==> src/rtl/dds_pkg.sv <==
// dds_pkg: shared key polarity and debounce length constants for the DDS control panel.
package dds_pkg;
  localparam logic KEY_PRESSED = 1'b0;
  localparam int DEFAULT_DEBOUNCE_CYCLES = 200;
  localparam int HW_DEBOUNCE_CYCLES = 1_000_000;
endpackage

==> src/rtl/key_handle_if.sv <==
// key_handle_if: raw panel keys in, debounced strobes and waveform level out.
interface key_handle_if;
  logic key_freq_add;
  logic key_freq_sub;
  logic key_a;
  logic key_wave;
  logic wave_flag;
  logic key_freq_add_flag;
  logic key_freq_sub_flag;
  logic key_a_flag;
  modport master (
    output key_freq_add, key_freq_sub, key_a, key_wave,
    input  wave_flag, key_freq_add_flag, key_freq_sub_flag, key_a_flag
  );
  modport slave (
    input  key_freq_add, key_freq_sub, key_a, key_wave,
    output wave_flag, key_freq_add_flag, key_freq_sub_flag, key_a_flag
  );
endinterface

==> src/rtl/key_debounce.sv <==
// key_debounce: 2-flop synchronizer plus hold counter for one active-low key.
// o_press_pulse is combinational and is high the cycle before the edge that accepts a press.
module key_debounce
  import dds_pkg::*;
#(
  parameter int DEBOUNCE_CYCLES = DEFAULT_DEBOUNCE_CYCLES
) (
  input  logic clk,
  input  logic rst_n,
  input  logic i_key,
  output logic o_press_pulse
);
  localparam int W = $clog2(DEBOUNCE_CYCLES + 1);
  localparam logic [W-1:0] LAST = W'(DEBOUNCE_CYCLES - 1);
  logic r_s1, r_s2, r_stable;
  logic [W-1:0] r_cnt;
  logic w_diff, w_accept;
  assign w_diff = r_s2 != r_stable;
  assign w_accept = w_diff && r_cnt == LAST;
  assign o_press_pulse = w_accept && r_s2 == KEY_PRESSED;
  always_ff @(posedge clk or posedge rst_n) begin
    if (rst_n) begin
      r_s1 <= 1'b1;
      r_s2 <= 1'b1;
      r_stable <= 1'b1;
      r_cnt <= '0;
    end else begin
      r_s1 <= i_key;
      r_s2 <= r_s1;
      r_cnt <= (w_diff && !w_accept) ? r_cnt + W'(1) : '0;
      if (w_accept) r_stable <= r_s2;
    end
  end
endmodule

==> src/rtl/key_handle.sv <==
// key_handle: debounces four panel keys into press strobes and a waveform toggle level.
// rst_n is an active-high asynchronous reset despite its name.
module key_handle
  import dds_pkg::*;
#(
  parameter int DEBOUNCE_CYCLES = DEFAULT_DEBOUNCE_CYCLES
) (
  input  logic         clk,
  input  logic         rst_n,
  key_handle_if.slave  bus
);
  logic [3:0] w_keys, w_press;
  logic r_add, r_sub, r_a, r_wave;
  assign w_keys = {bus.key_wave, bus.key_a, bus.key_freq_sub, bus.key_freq_add};
  for (genvar i = 0; i < 4; i++) begin : g_key
    key_debounce #(.DEBOUNCE_CYCLES(DEBOUNCE_CYCLES)) u_deb (
      .clk(clk),
      .rst_n(rst_n),
      .i_key(w_keys[i]),
      .o_press_pulse(w_press[i])
    );
  end
  always_ff @(posedge clk or posedge rst_n) begin
    if (rst_n) begin
      r_add <= 1'b0;
      r_sub <= 1'b0;
      r_a <= 1'b0;
      r_wave <= 1'b0;
    end else begin
      r_add <= w_press[0];
      r_sub <= w_press[1];
      r_a <= w_press[2];
      r_wave <= r_wave ^ w_press[3];
    end
  end
  assign bus.key_freq_add_flag = r_add;
  assign bus.key_freq_sub_flag = r_sub;
  assign bus.key_a_flag = r_a;
  assign bus.wave_flag = r_wave;
endmodule

==> src/flat_wrapper.sv <==
// flat-port wrapper written by rule: the top's interface ports become plain ports
module key_handle_flat import dds_pkg::*;
#(
  parameter int DEBOUNCE_CYCLES = DEFAULT_DEBOUNCE_CYCLES
)
  (clk, rst_n, bus_key_freq_add, bus_key_freq_sub, bus_key_a, bus_key_wave, bus_wave_flag, bus_key_freq_add_flag, bus_key_freq_sub_flag, bus_key_a_flag);
  key_handle_if bus_i ();
  input  logic clk;
  input  logic rst_n;
  input wire logic [$bits(bus_i.key_freq_add)-1:0] bus_key_freq_add;
  input wire logic [$bits(bus_i.key_freq_sub)-1:0] bus_key_freq_sub;
  input wire logic [$bits(bus_i.key_a)-1:0] bus_key_a;
  input wire logic [$bits(bus_i.key_wave)-1:0] bus_key_wave;
  output wire logic [$bits(bus_i.wave_flag)-1:0] bus_wave_flag;
  output wire logic [$bits(bus_i.key_freq_add_flag)-1:0] bus_key_freq_add_flag;
  output wire logic [$bits(bus_i.key_freq_sub_flag)-1:0] bus_key_freq_sub_flag;
  output wire logic [$bits(bus_i.key_a_flag)-1:0] bus_key_a_flag;
  assign bus_i.key_freq_add = bus_key_freq_add;
  assign bus_i.key_freq_sub = bus_key_freq_sub;
  assign bus_i.key_a = bus_key_a;
  assign bus_i.key_wave = bus_key_wave;
  assign bus_wave_flag = bus_i.wave_flag;
  assign bus_key_freq_add_flag = bus_i.key_freq_add_flag;
  assign bus_key_freq_sub_flag = bus_i.key_freq_sub_flag;
  assign bus_key_a_flag = bus_i.key_a_flag;
  key_handle #(.DEBOUNCE_CYCLES(DEBOUNCE_CYCLES)) u_core (.clk(clk), .rst_n(rst_n), .bus(bus_i));
endmodule
==> config.mk <==
export PLATFORM = sky130hd
export DESIGN_NAME = key_handle_flat
export DESIGN_NICKNAME = d
export VERILOG_FILES = /design/src/rtl/dds_pkg.sv /design/src/rtl/key_handle_if.sv /design/src/rtl/key_debounce.sv /design/src/rtl/key_handle.sv /design/src/flat_wrapper.sv
export SDC_FILE = /design/constraint.sdc
export NUM_CORES = 1
export LEC_CHECK = 0
export CORE_MARGIN = 3
export CORE_UTILIZATION = 59
export CTS_CLUSTER_DIAMETER = 40
export DETAILED_ROUTE_END_ITERATION = 8
export HOLD_SLACK_MARGIN = 0.15
export PLACE_DENSITY = 0.78
export SLEW_MARGIN = 25
export SYNTH_ARGS = -nofsm -noshare
export SYNTH_HDL_FRONTEND = slang
export SYNTH_HIERARCHICAL = 1
export SYNTH_SLANG_ARGS = --single-unit
==> constraint.sdc <==
create_clock -name clk -period 1.7 [get_ports clk]
set_input_delay 0.17 -clock clk [delete_from_list [all_inputs] [get_ports clk]]
set_output_delay 0.17 -clock clk [all_outputs]
set_load 0.02 [all_outputs]
==> results.ini <==
[cells_and_area]
antenna_cells=0
drive_gt1_share_pct=16.7
syn2layout_area_growth_pct=11.8
design_area_um2=2470
layout_common_cells=dfrtp_1, nor2_1, xnor2_1
fin_nets=213

[floorplan]
ios=10
fp.dieH_um=67.2
dieArea_um2=4520
initial_core_util_pct=63.7
die_x_um=67.2
num_rows=21
core-area_um2=3470

[timing]
max_freq_ghz=0.635
clock_skew_ps=8.60
worst_slack_ps=125
min_period_ps=1570
hold_violations=0
post-route-period-util_pct=92.6
setup_viol=0
fin_tns_setup_ps=0
slew_violations=0
worstMarginPinSlew_ps=426
rsz0062_at_grt=false
slew_headroom_pct=71.6

[grt]
antenna_found_initial=0
grt_pass1_vias=1431
grt_pass1_wl_um=6400
grt-ovfl-total=0
grt_usage_pct=19.0
grt_max_degree=16

[flow_run]
cap_violations=0

[drt]
dr.pass1.iters=4
vias=1392
drc=0
drt_iter0_drc=74
route.antenna.remaining_nets=0
drt-total-wl_um=3630
post_drt_wl_per_cell_um=14.5
via_per_inst=5.57

[logic_synthesis]
ys_seq_area_share_pct=55.0
ys_warn_count=6
synthesis.nets=200
syn_inst=190
synth-seq-cells=48
synth.avg_cell_area_um2=11.6
synth_edf_count=0
synthArstFlopShare_pct=100
synth.distinct_cells=19
synthFlopType=dfrtp_1
synth_area_um2=2210

[run_status]
status=finished, final reports clean

[power_and_ir_drop]
ir_drop_mv=0.833
p_total_mw=2.19
p_per_area_nw_per_um2=887
power.leakage_nw=1.07

[cts]
clkSlewWorstSetupHoldPaths_ps=90
cts_tree=done
cts_buffer_depth=2
numCtsBuffers=5
ctsHoldBuffers=0
h-tree-depth=2
clock-sinks=48
cts-root-buf=clkbuf_8
worstSkewPairLatency_ps=300

[worst_hold_path]
hp-class=in2async

[critical_path]
worst_setup_path_start_kind=flop
cp_max_fo=4
required_ps=1930
endpoint_kind=flop
critPathKind=reg2reg
cp.arrival_ps=1810
reg2reg_depth=5

[place]
pre_cts_slack_ps=98.2
place_area_um2=2340
hpwlAfterDp_um=2560
io_buffers=9
gp_congestion=0.853

==> routing by layer <==
metal  vias up  routed length (um)  track usage [%]
met3         8                 150             5.49
met5         -                   0                0
met4         0                  59             6.84
met2        36                1800             32.3
met1       670                1620             22.9
li1        678                   -                -
==> logic make-up (layout without fill, tap and decap cells) <==
logic type | Yosys count | in the layout | synth area share [%]
AOI/OAI and AO/OA | 16 | 16 | 5.66
xor gates and xnor gates | 29 | 29 | 11.5
buffers and inverters | 13 | 27 | 2.43
DFF | 48 | 48 | 55.0
and+or+nand+nor | 76 | 76 | 20.4
muxes | 4 | 4 | 2.72
adders and majority gates | 4 | 4 | 2.27
==> final timing paths <==
check	slack, ps	endpoint	from
max in group asynchronous	1070	u_core/g_key[0].u_deb/r_s2$_DFF_PP1_	rst_n
min in group clk	260	u_core/g_key[3].u_deb/r_s1$_DFF_PP1_	bus_key_wave
hold / removal	190	u_core/bus.key_a_flag$_DFF_PP0_	rst_n
hold reg to reg	370	u_core/g_key[3].u_deb/r_s2$_DFF_PP1_	u_core/g_key[3].u_deb/r_s1$_DFF_PP1_
setup reg to reg	130	u_core/bus.wave_flag$_DFF_PP0_	u_core/g_key[3].u_deb/r_cnt[0]$_DFF_PP0_
setup / recovery	130	u_core/bus.wave_flag$_DFF_PP0_	u_core/g_key[3].u_deb/r_cnt[0]$_DFF_PP0_
==> synth_stat cells, drive strengths merged, types with 8 or more instances <==
cell	count	share of area, %
xor2	13	5.2
a311oi	8	3.2
nand2	8	1.4
xnor2	16	6.3
nand4	8	3.4
nand3	12	2.7
dfstp	12	14
inv	9	1.5
dfrtp	36	41
nor2	36	6.1
==> worst max-delay path: stages (launching register included) <==
cell and delay [ps]:
dfrtp_1 410, ha_1 250, nor4b_4 280, nand4_2 200, nor3b_2 210, xor2_1 150
==> report_power, final <==
| part | total [mW] | leakage, nW | internal, mW | switching [mW] |
|---|---|---|---|---|
| clock | 0.857 | 0.0614 | 0.481 | 0.376 |
| sequential | 1.22 | 0.618 | 1.18 | 0.0404 |
| combinational | 0.114 | 0.391 | 0.0498 | 0.0639 |
==> metrics by stage <==
stage / hold slack [ps] / utilization, % / instances
5_1_grt: 209 / 71.2 / 250
3_5_place_dp: 347 / 67.4 / 241
4_1_cts: 174 / 70.9 / 249
3_3_place_gp: 346 / 67.4 / 241
6_report: 185 / 71.2 / 250
2_1_floorplan: -63.9 / - / 190
==> timing repair <==
action / 4_1_cts / 5_1_grt
hold endpoints to repair: 0 / 0
buffers inserted: 0 / 1
gates resized for setup: 0 / 1
setup endpoints to repair: 0 / 1
==> state kept, by name, indices dropped and copies added (netlist names) <==
| name | flops |
|---|---|
| u_core/bus.key_freq_add_flag | 1 |
| u_core/g_key.u_deb/r_cnt | 32 |
| u_core/bus.key_freq_sub_flag | 1 |
| u_core/g_key.u_deb/r_s1 | 4 |
| u_core/bus.key_a_flag | 1 |
| u_core/g_key.u_deb/r_stable | 4 |
| u_core/bus.wave_flag | 1 |
| u_core/g_key.u_deb/r_s2 | 4 |
==> cell type report <==
cell class | instances | area (um2)
fillers | 249 | 997
multi-input cells | 129 | 945
inverters | 9 | 33.8
clock inverters | 2 | 38.8
clock buffers | 6 | 82.6
repair buffers | 10 | 97.6
flip-flops and latches | 48 | 1220
well taps | 46 | 57.6
Note: power is estimated with default switching activity, not from simulation.
==> RTL change, RTL diff (same settings) <==
Make the reset (`rst_n`) synchronous in 2 clocked blocks. Comments in the files are not updated.
--- a/src/rtl/key_debounce.sv
+++ b/src/rtl/key_debounce.sv
@@ -18,7 +18,7 @@
   assign w_diff = r_s2 != r_stable;
   assign w_accept = w_diff && r_cnt == LAST;
   assign o_press_pulse = w_accept && r_s2 == KEY_PRESSED;
-  always_ff @(posedge clk or posedge rst_n) begin
+  always_ff @(posedge clk) begin
     if (rst_n) begin
       r_s1 <= 1'b1;
       r_s2 <= 1'b1;
--- a/src/rtl/key_handle.sv
+++ b/src/rtl/key_handle.sv
@@ -20,7 +20,7 @@
       .o_press_pulse(w_press[i])
     );
   end
-  always_ff @(posedge clk or posedge rst_n) begin
+  always_ff @(posedge clk) begin
     if (rst_n) begin
       r_add <= 1'b0;
       r_sub <= 1'b0;
Function: no difference found for any inputs over 10 cycles, from zero or initial values and one cycle with rst_n high; that may be too few to reach the edited logic, so the function may still have changed.
==> RTL change against the original RTL <==
Synthesized area down 7.1%; non-clock buffer count unchanged; critical path type is now flip-flop to output pin; critical path depth down 4; routed wire length down 8.8%; worst setup slack better by 0.060 ns; die area down 6.5%; sequential cell count unchanged; highest routed layer unchanged; cell count up 6.8%; cell area down 7.1%; via count up 3.7%.
Power is not compared: it rests on default switching activity, and its combinational part moved more than twofold at a synthesized area within 25%.
==> RTL change: results (changes against the original RTL) <==
Status = finished, final reports clean
Share of flip-flops with an asynchronous set or reset = 0% (-100 points)
Final wirelength = 3310 um (-8.8%)
Largest net degree at the start of global routing = 29 (+13)
Critical path arrival = 1.34 ns (-0.47 ns)
Initial detailed-routing violation count = 101 (+36%)
Via count of the routed design = 1444 (+3.7%)
Top cells by count, synth = 48 x dfxtp_1, 29 x nor2_1, 12 x a21oi_1, 12 x nand3_1, 12 x xor2_1
Post-placement setup slack = 0.276 ns (+0.178 ns)
Clock slew at reported path FFs = 0.13 ns (+0.04 ns)
# fillers = 252 (+1.2%)
Slew headroom = 82.7% (+11 points)
Routability-driven placement congestion ratio = 0.793 (-7.1%)
Kind of cell adding the most delay to the critical path = buffers and inverters
Register area share after synthesis = 46.8% (-8.2 points)
I/O Buffers = 9 (unchanged)
Layout cells sized above 1 = 17.9% (+1.3 points)
Final nets = 232 (+8.9%)
Worst skew pair latency = 0.35 ns (+0.05 ns)
Via/cell ratio = 5.41 (-2.9%)
Dpl hpwl = 2470 um (-3.5%)
Mapped Avg Cell Area = 10.0 sq um (-14%)
Pleak = 0.766 nW
Ys flop type = dfxtp_1
Clk root buf = clkbuf_4
All-Layer GR Usage = 18.4% (-0.58 points)
Syn Nets = 215 (+7.5%)
Worst-case clock skew = 0.0157 ns (+0.00712 ns)
Critical path fanouts, max = 2 (-2)
Clk buf depth = 2 (unchanged)
Sw Pwr = 357 uW
Area contributors post-synth = dfxtp_1 47%, nor2_1 5.3%, xor2_1 5.1%
Vias in the first global route = 1485 (+3.8%)
Postcts setup bufs = 0 (unchanged)
Largest register FFs = 32 (unchanged)
Distinct cell type count after synthesis = 25 (+6)
Critical Path Max Stage Delay = 0.62 ns (+0.21 ns)
Placed cell count = 259 (+7.5%)
Slowest CP cell = clkdlybuf4s50_1
Placed inst area = 0.00222 sq mm (-5.1%)
Worst min path class = primary input to flip-flop
Global-route wire length before repair = 6180 um (-3.5%)
==> RTL change: cell types whose count changed after synthesis, moves of 5 or more <==
cell      before  now
a311oi_1       8    0
nor2_1        36   29
inv_1          9    4
dfxtp_1        0   48
xnor2_1       16    9
or2_2          0    8
dfstp_2       12    0
a21oi_1        0   12
dfrtp_1       36    0
==> RTL change: path summary, 6_finish.rpt <==
path	from	endpoint	slack, ns	depth (start not counted)
setup / recovery	u_core/bus.wave_flag$_SDFF_PP0_	bus_wave_flag	0.19	1
hold / removal	bus_key_freq_sub	u_core/g_key[1].u_deb/r_s1$_SDFF_PP1_	0.38	2
setup reg to reg	u_core/g_key[3].u_deb/r_cnt[5]$_SDFF_PP0_	u_core/bus.wave_flag$_SDFF_PP0_	0.25	5
hold reg to reg	u_core/g_key[2].u_deb/r_s1$_SDFF_PP1_	u_core/g_key[2].u_deb/r_s2$_SDFF_PP1_	0.42	1
==> RTL change: cell type report <==
cell class                 count  area [sq um]  share of cell area [%]
clock buffer                   6          41.3                    1.80
clock inverter                 2          35.0                    1.53
inverter                       4          15.0                   0.654
multi-input combinational    153          1080                    46.9
sequential                    48           961                    41.9
tap                           44          55.1                    2.40
timing repair buffer          10           110                    4.80
==> RTL change: metal layers <==
layer | track usage, % | vias up | wire length (um)
met5 | 0 | - | 0
met4 | 5.80 | 0 | 31
met3 | 4.16 | 4 | 102
met2 | 33.3 | 18 | 1640
met1 | 21.2 | 675 | 1540
li1 | - | 747 | -
==> RTL change: cell families after synthesis <==
group | share of synthesized area, %
buf+inv | 0.731
fa+ha+maj | 2.44
flops | 46.8
xor+xnor | 8.96
simple gates | 35.2
compound gates | 5.85
